===== src/rtl/wb_arbiter.sv =====
// Round-robin scheduler sharing the single register-file writeback port among NREQ units.
// Optional per-unit grant and conflict counters are compiled in when WB_ARB_PERF_EN is defined.
module wb_arbiter #(
    parameter int NREQ   = 4,
    parameter int REG_W  = 5,
    parameter int DATA_W = 32
) (
    input  logic                    CLK,
    input  logic                    nRST,
    input  logic [NREQ-1:0]         req_valid,
    input  logic [NREQ*REG_W-1:0]   req_reg,
    input  logic [NREQ*DATA_W-1:0]  req_data,
    output logic [NREQ-1:0]         req_ready,
    input  logic                    freeze,
    input  logic                    flush,
    output logic                    wb_en,
    output logic [REG_W-1:0]        wb_reg,
    output logic [DATA_W-1:0]       wb_data,
    output logic [$clog2(NREQ)-1:0] wb_src
`ifdef WB_ARB_PERF_EN
    ,
    output logic [NREQ*16-1:0]      perf_grants,
    output logic [15:0]             perf_conflicts
`endif
);

    localparam int SRC_W = $clog2(NREQ);

    logic [SRC_W-1:0]  r_ptr;
    logic              r_wbEn;
    logic [REG_W-1:0]  r_wbReg;
    logic [DATA_W-1:0] r_wbData;
    logic [SRC_W-1:0]  r_wbSrc;

    logic              w_found;
    logic [SRC_W-1:0]  w_grantIdx;
    logic              w_blocked;
    logic              w_handshake;

    // Both operands are below NREQ, so a single conditional subtract wraps correctly.
    function automatic logic [SRC_W-1:0] wrapIdx(input logic [SRC_W-1:0] base, input int off);
        int s;
        s = int'(base) + off;
        if (s >= NREQ) begin
            s = s - NREQ;
        end
        return SRC_W'(s);
    endfunction

    always_comb begin
        w_found    = 1'b0;
        w_grantIdx = '0;
        for (int k = 0; k < NREQ; k++) begin
            if (!w_found && req_valid[wrapIdx(r_ptr, k)]) begin
                w_found    = 1'b1;
                w_grantIdx = wrapIdx(r_ptr, k);
            end
        end
    end

    assign w_blocked   = !nRST || freeze || flush;
    assign w_handshake = w_found && !w_blocked;
    assign req_ready   = w_handshake ? (NREQ'(1) << w_grantIdx) : '0;

    // Flush wins over freeze; freeze keeps wb_en high because the consumer is stalled.
    always_ff @(posedge CLK or negedge nRST) begin
        if (!nRST) begin
            r_ptr    <= '0;
            r_wbEn   <= 1'b0;
            r_wbReg  <= '0;
            r_wbData <= '0;
            r_wbSrc  <= '0;
        end else if (flush) begin
            r_wbEn <= 1'b0;
        end else if (freeze) begin
            r_wbEn <= r_wbEn;
        end else if (w_handshake) begin
            r_wbEn   <= 1'b1;
            r_wbReg  <= req_reg[w_grantIdx*REG_W +: REG_W];
            r_wbData <= req_data[w_grantIdx*DATA_W +: DATA_W];
            r_wbSrc  <= w_grantIdx;
            r_ptr    <= wrapIdx(w_grantIdx, 1);
        end else begin
            r_wbEn <= 1'b0;
        end
    end

    assign wb_en   = r_wbEn;
    assign wb_reg  = r_wbReg;
    assign wb_data = r_wbData;
    assign wb_src  = r_wbSrc;

`ifdef WB_ARB_PERF_EN
    logic [15:0] r_perfGrants [NREQ];
    logic [15:0] r_perfConflicts;

    // Counters only advance on a real handshake, which already excludes freeze and flush.
    always_ff @(posedge CLK or negedge nRST) begin
        if (!nRST) begin
            for (int i = 0; i < NREQ; i++) begin
                r_perfGrants[i] <= '0;
            end
            r_perfConflicts <= '0;
        end else if (w_handshake) begin
            if (r_perfGrants[w_grantIdx] != 16'hFFFF) begin
                r_perfGrants[w_grantIdx] <= r_perfGrants[w_grantIdx] + 16'd1;
            end
            if (($countones(req_valid) >= 2) && (r_perfConflicts != 16'hFFFF)) begin
                r_perfConflicts <= r_perfConflicts + 16'd1;
            end
        end
    end

    always_comb begin
        perf_grants = '0;
        for (int i = 0; i < NREQ; i++) begin
            perf_grants[i*16 +: 16] = r_perfGrants[i];
        end
    end

    assign perf_conflicts = r_perfConflicts;
`endif

endmodule


===== config.mk =====
export PLATFORM = sky130hd
export DESIGN_NAME = wb_arbiter
export DESIGN_NICKNAME = d
export VERILOG_FILES = /design/src/rtl/wb_arbiter.sv
export SDC_FILE = /design/constraint.sdc
export NUM_CORES = 1
export LEC_CHECK = 0
export CORE_MARGIN = 8
export CORE_UTILIZATION = 35
export DETAILED_ROUTE_END_ITERATION = 10
export HOLD_SLACK_MARGIN = 0.06
export PLACE_DENSITY_LB_ADDON = 0.05
export SYNTH_ARGS = -nofsm -noshare
export SYNTH_HDL_FRONTEND = slang
export SYNTH_SLANG_ARGS = --single-unit
export TNS_END_PERCENT = 5

===== constraint.sdc =====
create_clock -name CLK -period 2.5 [get_ports CLK]
set_clock_uncertainty 0.1 [all_clocks]
set_input_delay 0.25 -clock CLK [delete_from_list [all_inputs] [get_ports CLK]]
set_output_delay 0.25 -clock CLK [all_outputs]
set_load 0.01 [all_outputs]

== Word level (Yosys, flattened, before mapping) ==
Index checks and enable logic that the tools add are counted.

* Output and inout port bits: 44
* Input bits: 156
* Logic and storage cells: 67
* Register bits: 42

* Reduce and logical (&&, ||, !) cells: 12
* Equality and inequality tests: 1
* Add/sub/neg operators: 9
* Bitwise gates (word level): 2
* Magnitude comparators: 9
* Shift-type cells: 3
* Mux-type cells: 25
* $mul: 1

{| class="wikitable"
|+ Operator list
! operator !! number
|-
| 128-bit by 8-bit indexed part select with 32-bit output || 1
|-
| 20-bit by 6-bit indexed part select with 5-bit output || 1
|-
| 2-bit two-way mux || 9
|-
| 3-bit >= comparator, second input constant || 4
|-
| 2-bit by 3-bit < comparator with 1-bit output, second input constant || 4
|-
| 1-bit two-way mux || 11
|-
| 2-bit by 1-bit subtractor with 2-bit output, second input constant || 5
|-
| 1-bit binary-select mux with 2-bit select || 4
|-
| 2-bit by 1-bit adder with 3-bit output, second input constant || 2
|-
| 2-bit by 2-bit adder with 3-bit output, second input constant || 2
|-
| 1-bit logical NOT || 5
|-
| 2-bit by 3-bit multiplier with 5-bit output, second input constant || 1
|-
| 1-bit logical AND || 4
|-
| 4-bit two-way mux || 1
|-
| 1-bit by 2-bit left shift with 4-bit output, first input constant || 1
|-
| 2-bit by 3-bit >= comparator with 1-bit output, second input constant || 1
|-
| 3-bit AND reduction || 1
|-
| 1-bit logical OR || 2
|-
| 2-bit by 1-bit != test with 1-bit output, second input constant || 1
|-
| 1-bit inverter || 2
|}

== Logic depth before layout (Yosys ltp) ==
Gate-level depths: netlist of run 1.

* Word-level depth: 18
* Gate-level depth with buffers: 8
* Depth with buffers taken out: 5

== Worst setup path after synthesis of run 1 ==
OpenSTA, ideal clock, no wires.

* Path type: register to output
* Start: reg r_ptr[1]
* End: out req_ready[0]
* Path buffers: 2
* Arrival: 1.452 ns
* Cell stages (with the launch flop): 7
* Path slack: 0.698 ns
* Data required time: 2.150 ns
* Cells stage by stage: dfrtp_1 -> buf_4 -> mux2i_1 -> o2bb2ai_1 -> clkbuf_1 -> o21ai_0 -> a21oi_1

* Longest elaborated chain between the ends: 16
* Elaborated cells on any way between the ends: 40
* Classes of those cells: add/sub: 7; order compare: 4; shift: 1; mux: 21; reduce/logical: 7

{| class="wikitable"
|+ Ends and longest elaborated chain
! what !! RTL line !! RTL
|-
| start, declared || 29 || <nowiki>logic [SRC_W-1:0] r_ptr;</nowiki>
|-
| start signal, assigned || 82 || <nowiki>r_ptr <= wrapIdx(w_grantIdx, 1);</nowiki>
|-
| parallel branches: the longest is 15 deep, another holds 2-bit by 1-bit adder with 3-bit output || - ||
|-
| 4-bit two-way mux * || 63 || <nowiki>assign req_ready = w_handshake ? (NREQ'(1) << w_grantIdx) : '0;</nowiki>
|-
| end, declared || 13 || <nowiki>output logic [NREQ-1:0] req_ready,</nowiki>
|}

Mark *: on every way between the ends. The select of a mux whose other input is x is not followed.

== Final worst setup path of run 1 ==
* Start: in req_valid[0]
* End: out req_ready[1]

* Longest elaborated chain between the ends: 14
* Elaborated cells on any way between the ends: 25
* Classes of those cells: shift: 1; mux: 17; reduce/logical: 7

{| class="wikitable"
|+ Ends and longest elaborated chain
! what !! RTL line !! RTL
|-
| start, declared || 10 || <nowiki>input logic [NREQ-1:0] req_valid,</nowiki>
|-
| 1-bit binary-select mux with 2-bit select || 54 || <nowiki>if (!w_found && req_valid[wrapIdx(r_ptr, k)]) begin</nowiki>
|-
| 1-bit two-way mux (not written as such) || 54 ||
|-
| 1-bit two-way mux || 54 ||
|-
| 1-bit logical NOT || 54 ||
|-
| 1-bit logical AND || 54 ||
|-
| 1-bit two-way mux || 54 ||
|-
| 1-bit logical NOT || 54 ||
|-
| 1-bit logical AND || 54 ||
|-
| 1-bit two-way mux || 54 ||
|-
| 1-bit logical NOT || 54 ||
|-
| 1-bit logical AND || 54 ||
|-
| 2-bit two-way mux / 1-bit two-way mux (equally long branches) || 54 ||
|-
| 1-bit by 2-bit left shift with 4-bit output / 1-bit logical AND (equally long branches) || 63, 62 ||
|-
| 4-bit two-way mux * || 63 ||
|}

Every way passes the cells marked *; elsewhere a longest branch is shown, timed or not. The select of a mux whose other input is x is not followed.

==> metrics.md, run 1 <==
| Metric | Value |
|---|---|
| Total number of clock tree sinks | `42` |
| Combinational cell fraction of total power | `52.4%` |
| Area of the core | `0.00773 mm²` |
| Number of global-route vias before repair | `3,899` |
| Port buffer count | `199` |
| Internal Dissipation | `approximately 1900 µW` |
| Commonest cells after routing, fill and taps aside | `sky130_fd_sc_hd__clkdlybuf4s50_1 (197), sky130_fd_sc_hd__dfrtp_1 (41), sky130_fd_sc_hd__nand3_1 (37)` |
| Total Power | `roughly 3000 µW` |
| Slew Limit Fails | `0` |
| Antenna violations before repair | `0` |
| Total track usage | `a little over a fifth` |
| Worst-path clk slew | `0.08 ns` |
| Initial cell density of the core | `a little over a third` |
| Proportion of total power due to net switching | `36.0%` |
| Arrival time at the worst endpoint | `2.06 ns` |
| Clock Tree Root | `sky130_fd_sc_hd__clkbuf_8` |
| Dpl hpwl | `9.22 mm` |
| Areal power density over the cells | `603 mW/mm²` |
| Nets in the synthesized netlist | `476` |
| Clock tree from TritonCTS | `done` |
| Status | `finished, final reports clean` |
| Count of maximum capacitance violations | `0` |
| CP startpoint kind | `input pin` |
| Maximum number of pins on one net before global-route repair | `47` |
| Stage delay of the slowest cell on the critical path | `0.53 ns` |
| Proportion of power drawn by the clock network | `15.5%` |
| Worst slew pin tran | `about 0.8 ns` |
| Later-pin clock latency in the skew report | `0.30 ns` |
| Max Root-Sink Buffers | `2` |
| Residual DRC | `0` |
| Crit end category | `output pin` |
| CP max stage cell | `sky130_fd_sc_hd__clkdlybuf4s50_1` |
| Synthesized netlist cell count | `320` |
| Leading cell type in the layout, fill and taps excluded | `sky130_fd_sc_hd__clkdlybuf4s50_1` |
| Max reg flops | `32` |
| Number of enable-type register cells in the synthesized netlist | `0` |
| Register bit total from synthesis | `42` |
| Most Frequent Cell on Critical Path | `sky130_fd_sc_hd__clkdlybuf4s50_1` |
| CP Cell Sequence | `clkdlybuf4s50_1 > buf_4 > nor2_1 > o221a_2 > and2_1 > clkdlybuf4s50_1` |
| Main synth FF type | `sky130_fd_sc_hd__dfrtp_1` |
| Number of DRC violations after detailed-routing iteration 0 | `170` |
| I/O pin count | `200` |
| Final-report hold violation count | `0` |
| Final wirelength | `approximately 13 mm` |
| H-tree depth reported by CTS | `2` |
| Routed wire per std cell | `20.5 µm` |
| Die H | `105 µm` |
| Synth area leaders | `sky130_fd_sc_hd__dfrtp_1 (38%), sky130_fd_sc_hd__a221o_1 (10%), sky130_fd_sc_hd__o22a_1 (9.1%)` |
| Number of buffers created by CTS | `5` |
| Number of search-and-repair iterations in the first detailed-routing pass | `4` |
| Critical-path maximum fanout | `9` |
| Distinct cell type count after synthesis | `34` |
| Row count | `32` |
| Tightest Hold Check Type | `reg2reg` |
| Final RePlAce weighted congestion | `0.855` |
| Post-synthesis cell type with the largest combined area | `sky130_fd_sc_hd__dfrtp_1` |
| Sequential share of the synthesized area | `37.7%` |
| Layout cell share with drive strength beyond 1 | `8.04%` |
| Sw power | `1100 µW` |
| Netlist area before placement | `0.00279 mm²` |
| Largest vdd supply drop | `0.000249 V` |
| Number of diodes | `0` |
| Tcrit/Tclk final | `96.3%` |
| Async set-or-reset flop fraction in the synthesized netlist | `100%` |
| Overall via count from detail_route | `3,500` |
| Die Footprint | `0.0111 mm²` |
| Proportion of power drawn by flip-flops and latches | `32.1%` |
| Req. time, crit path | `2.15 ns` |
| Horizontal die dimension | `105 µm` |
| Layout net count | `665` |
| Register-to-register path setup slack | `0.47 ns` |
| Final sum of negative setup slack | `0 ns` |
| Final ANT Viol Nets | `0` |
| Maximum frequency from static timing analysis | `415 MHz` |
| Average vias per placed instance | `5.72` |
| Top cell type's share of synthesized area | `37.7%` |
| Layout overhead on the synthesized area | `80.7%` |
| First-pass GRT wire length | `19.7 mm` |
| P_leak | `0.00192 µW` |
| Remaining global-route overflow | `0` |
| Setup violations, final | `0` |
| RSZ-0062 raised after global routing | `yes` |
| Total of warnings raised by yosys | `0` |
| Min Clock Period, post-route | `2.41 ns` |
| Worst-case headroom to the max-slew limit | `46.2%` |
| Synthesized area per cell | `8.72 µm²` |
| Type of the worst setup path | `in2out` |
-- final timing paths --
path | from | end | cells after the start
min | wb_src[0]$_DFFE_PN0P_ | wb_src[0]$_DFFE_PN0P_ | 1
min reg2reg | wb_src[0]$_DFFE_PN0P_ | wb_src[0]$_DFFE_PN0P_ | 1
max | req_valid[0] | req_ready[1] | 6
max reg2reg | r_ptr[1]$_DFFE_PN0P_ | wb_reg[4]$_DFFE_PN0P_ | 7
max in group asynchronous | nRST | r_ptr[1]$_DFFE_PN0P_ | 3
min in group asynchronous | nRST | wb_data[17]$_DFFE_PN0P_ | 3
-- critical path, delay by kind of cell --
kind,cells,cell delay (ns)
buf+inv,3,1.15
compound gates,1,0.35
simple gates,2,0.31
-- layout make-up --
class	count	area, µm²
inverters	3	11.3
multi-input cells	235	1550
clock inverters	2	12.5
well taps	102	128
flip-flops and latches	42	1050
fillers	665	2690
clock buffers	6	82.6
repair buffers	222	2200
-- metrics by stage --
stage	hold slack, ns	area (µm²)	cells	util, %	worst slack [ns]
2_1_floorplan	-0.146	2790	320	-	0.698
3_3_place_gp	0.288	4930	603	63.8	0.0508
3_5_place_dp	0.304	4930	603	63.8	0.0570
4_1_cts	0.389	5030	612	65.1	0.0510
5_1_grt	0.413	5040	612	65.2	-0.0180
6_report	0.386	5040	612	65.2	0.0919
-- routing by layer --
layer | track usage, % | up-vias | wire length [µm] | share of wire (%)
li1 | - | 1635 | - | -
met2 | 38.4 | 171 | 6270 | 50
met3 | 8.22 | 10 | 1240 | 9.9
met5 | 0 | - | 0 | 0
met1 | 24.4 | 1684 | 4910 | 39
met4 | 4.69 | 0 | 110 | 0.88
-- power groups by stage --
stage | clock (µW) | combinational, µW | sequential, µW
after floorplan | 0 | 671 | 1050
after global placement | 0 | 1580 | 980
after detailed placement | 0 | 1590 | 989
after CTS | 485 | 1600 | 975
after global routing | 509 | 1710 | 1000
final | 471 | 1590 | 977
-- synth_stat cells, types with 2 or more instances --
master and number:
sky130_fd_sc_hd__o21ai_0 32, sky130_fd_sc_hd__nor3_1 2, sky130_fd_sc_hd__a21oi_1 36, sky130_fd_sc_hd__nor2_1 14, sky130_fd_sc_hd__clkbuf_1 13, sky130_fd_sc_hd__nand3_1 38
sky130_fd_sc_hd__buf_6 2, sky130_fd_sc_hd__a21o_1 2, sky130_fd_sc_hd__nand2_1 7, sky130_fd_sc_hd__nand2b_1 4, sky130_fd_sc_hd__dfrtp_1 42, sky130_fd_sc_hd__nand4_1 8
sky130_fd_sc_hd__a31oi_1 9, sky130_fd_sc_hd__o21ai_1 3, sky130_fd_sc_hd__inv_1 2, sky130_fd_sc_hd__buf_4 6, sky130_fd_sc_hd__a221oi_1 8, sky130_fd_sc_hd__buf_2 17
sky130_fd_sc_hd__buf_1 2, sky130_fd_sc_hd__and2_1 3, sky130_fd_sc_hd__a221o_1 29, sky130_fd_sc_hd__o22a_1 29
-- cells by family (layout without fill, tap and decap cells) --
kind of cell | Yosys count | in the layout | share of synthesized area (%)
AOI/OAI and AO/OA | 154 | 154 | 39.5
buffers and inverters | 43 | 233 | 7.90
DFF | 42 | 42 | 37.7
muxes | 1 | 1 | 0.359
and+or+nand+nor | 80 | 80 | 14.6
-- what timing repair did --
item / in CTS / in global routing
endpoints found under the hold margin: 42 / 0
setup buffers: 0 / 0
endpoints found under the setup margin: 0 / 2
hold buffers: 1 / 0
gates resized for setup: 0 / 3
No activity file was read; power rests on OpenSTA's default activity.
==> inputs of run 2 (changes only) <==
- CTS_CLUSTER_SIZE: unset -> 10
==> results of run 2 <==
Same layout as run 1: the final DEF is identical, and so are final timing and power.
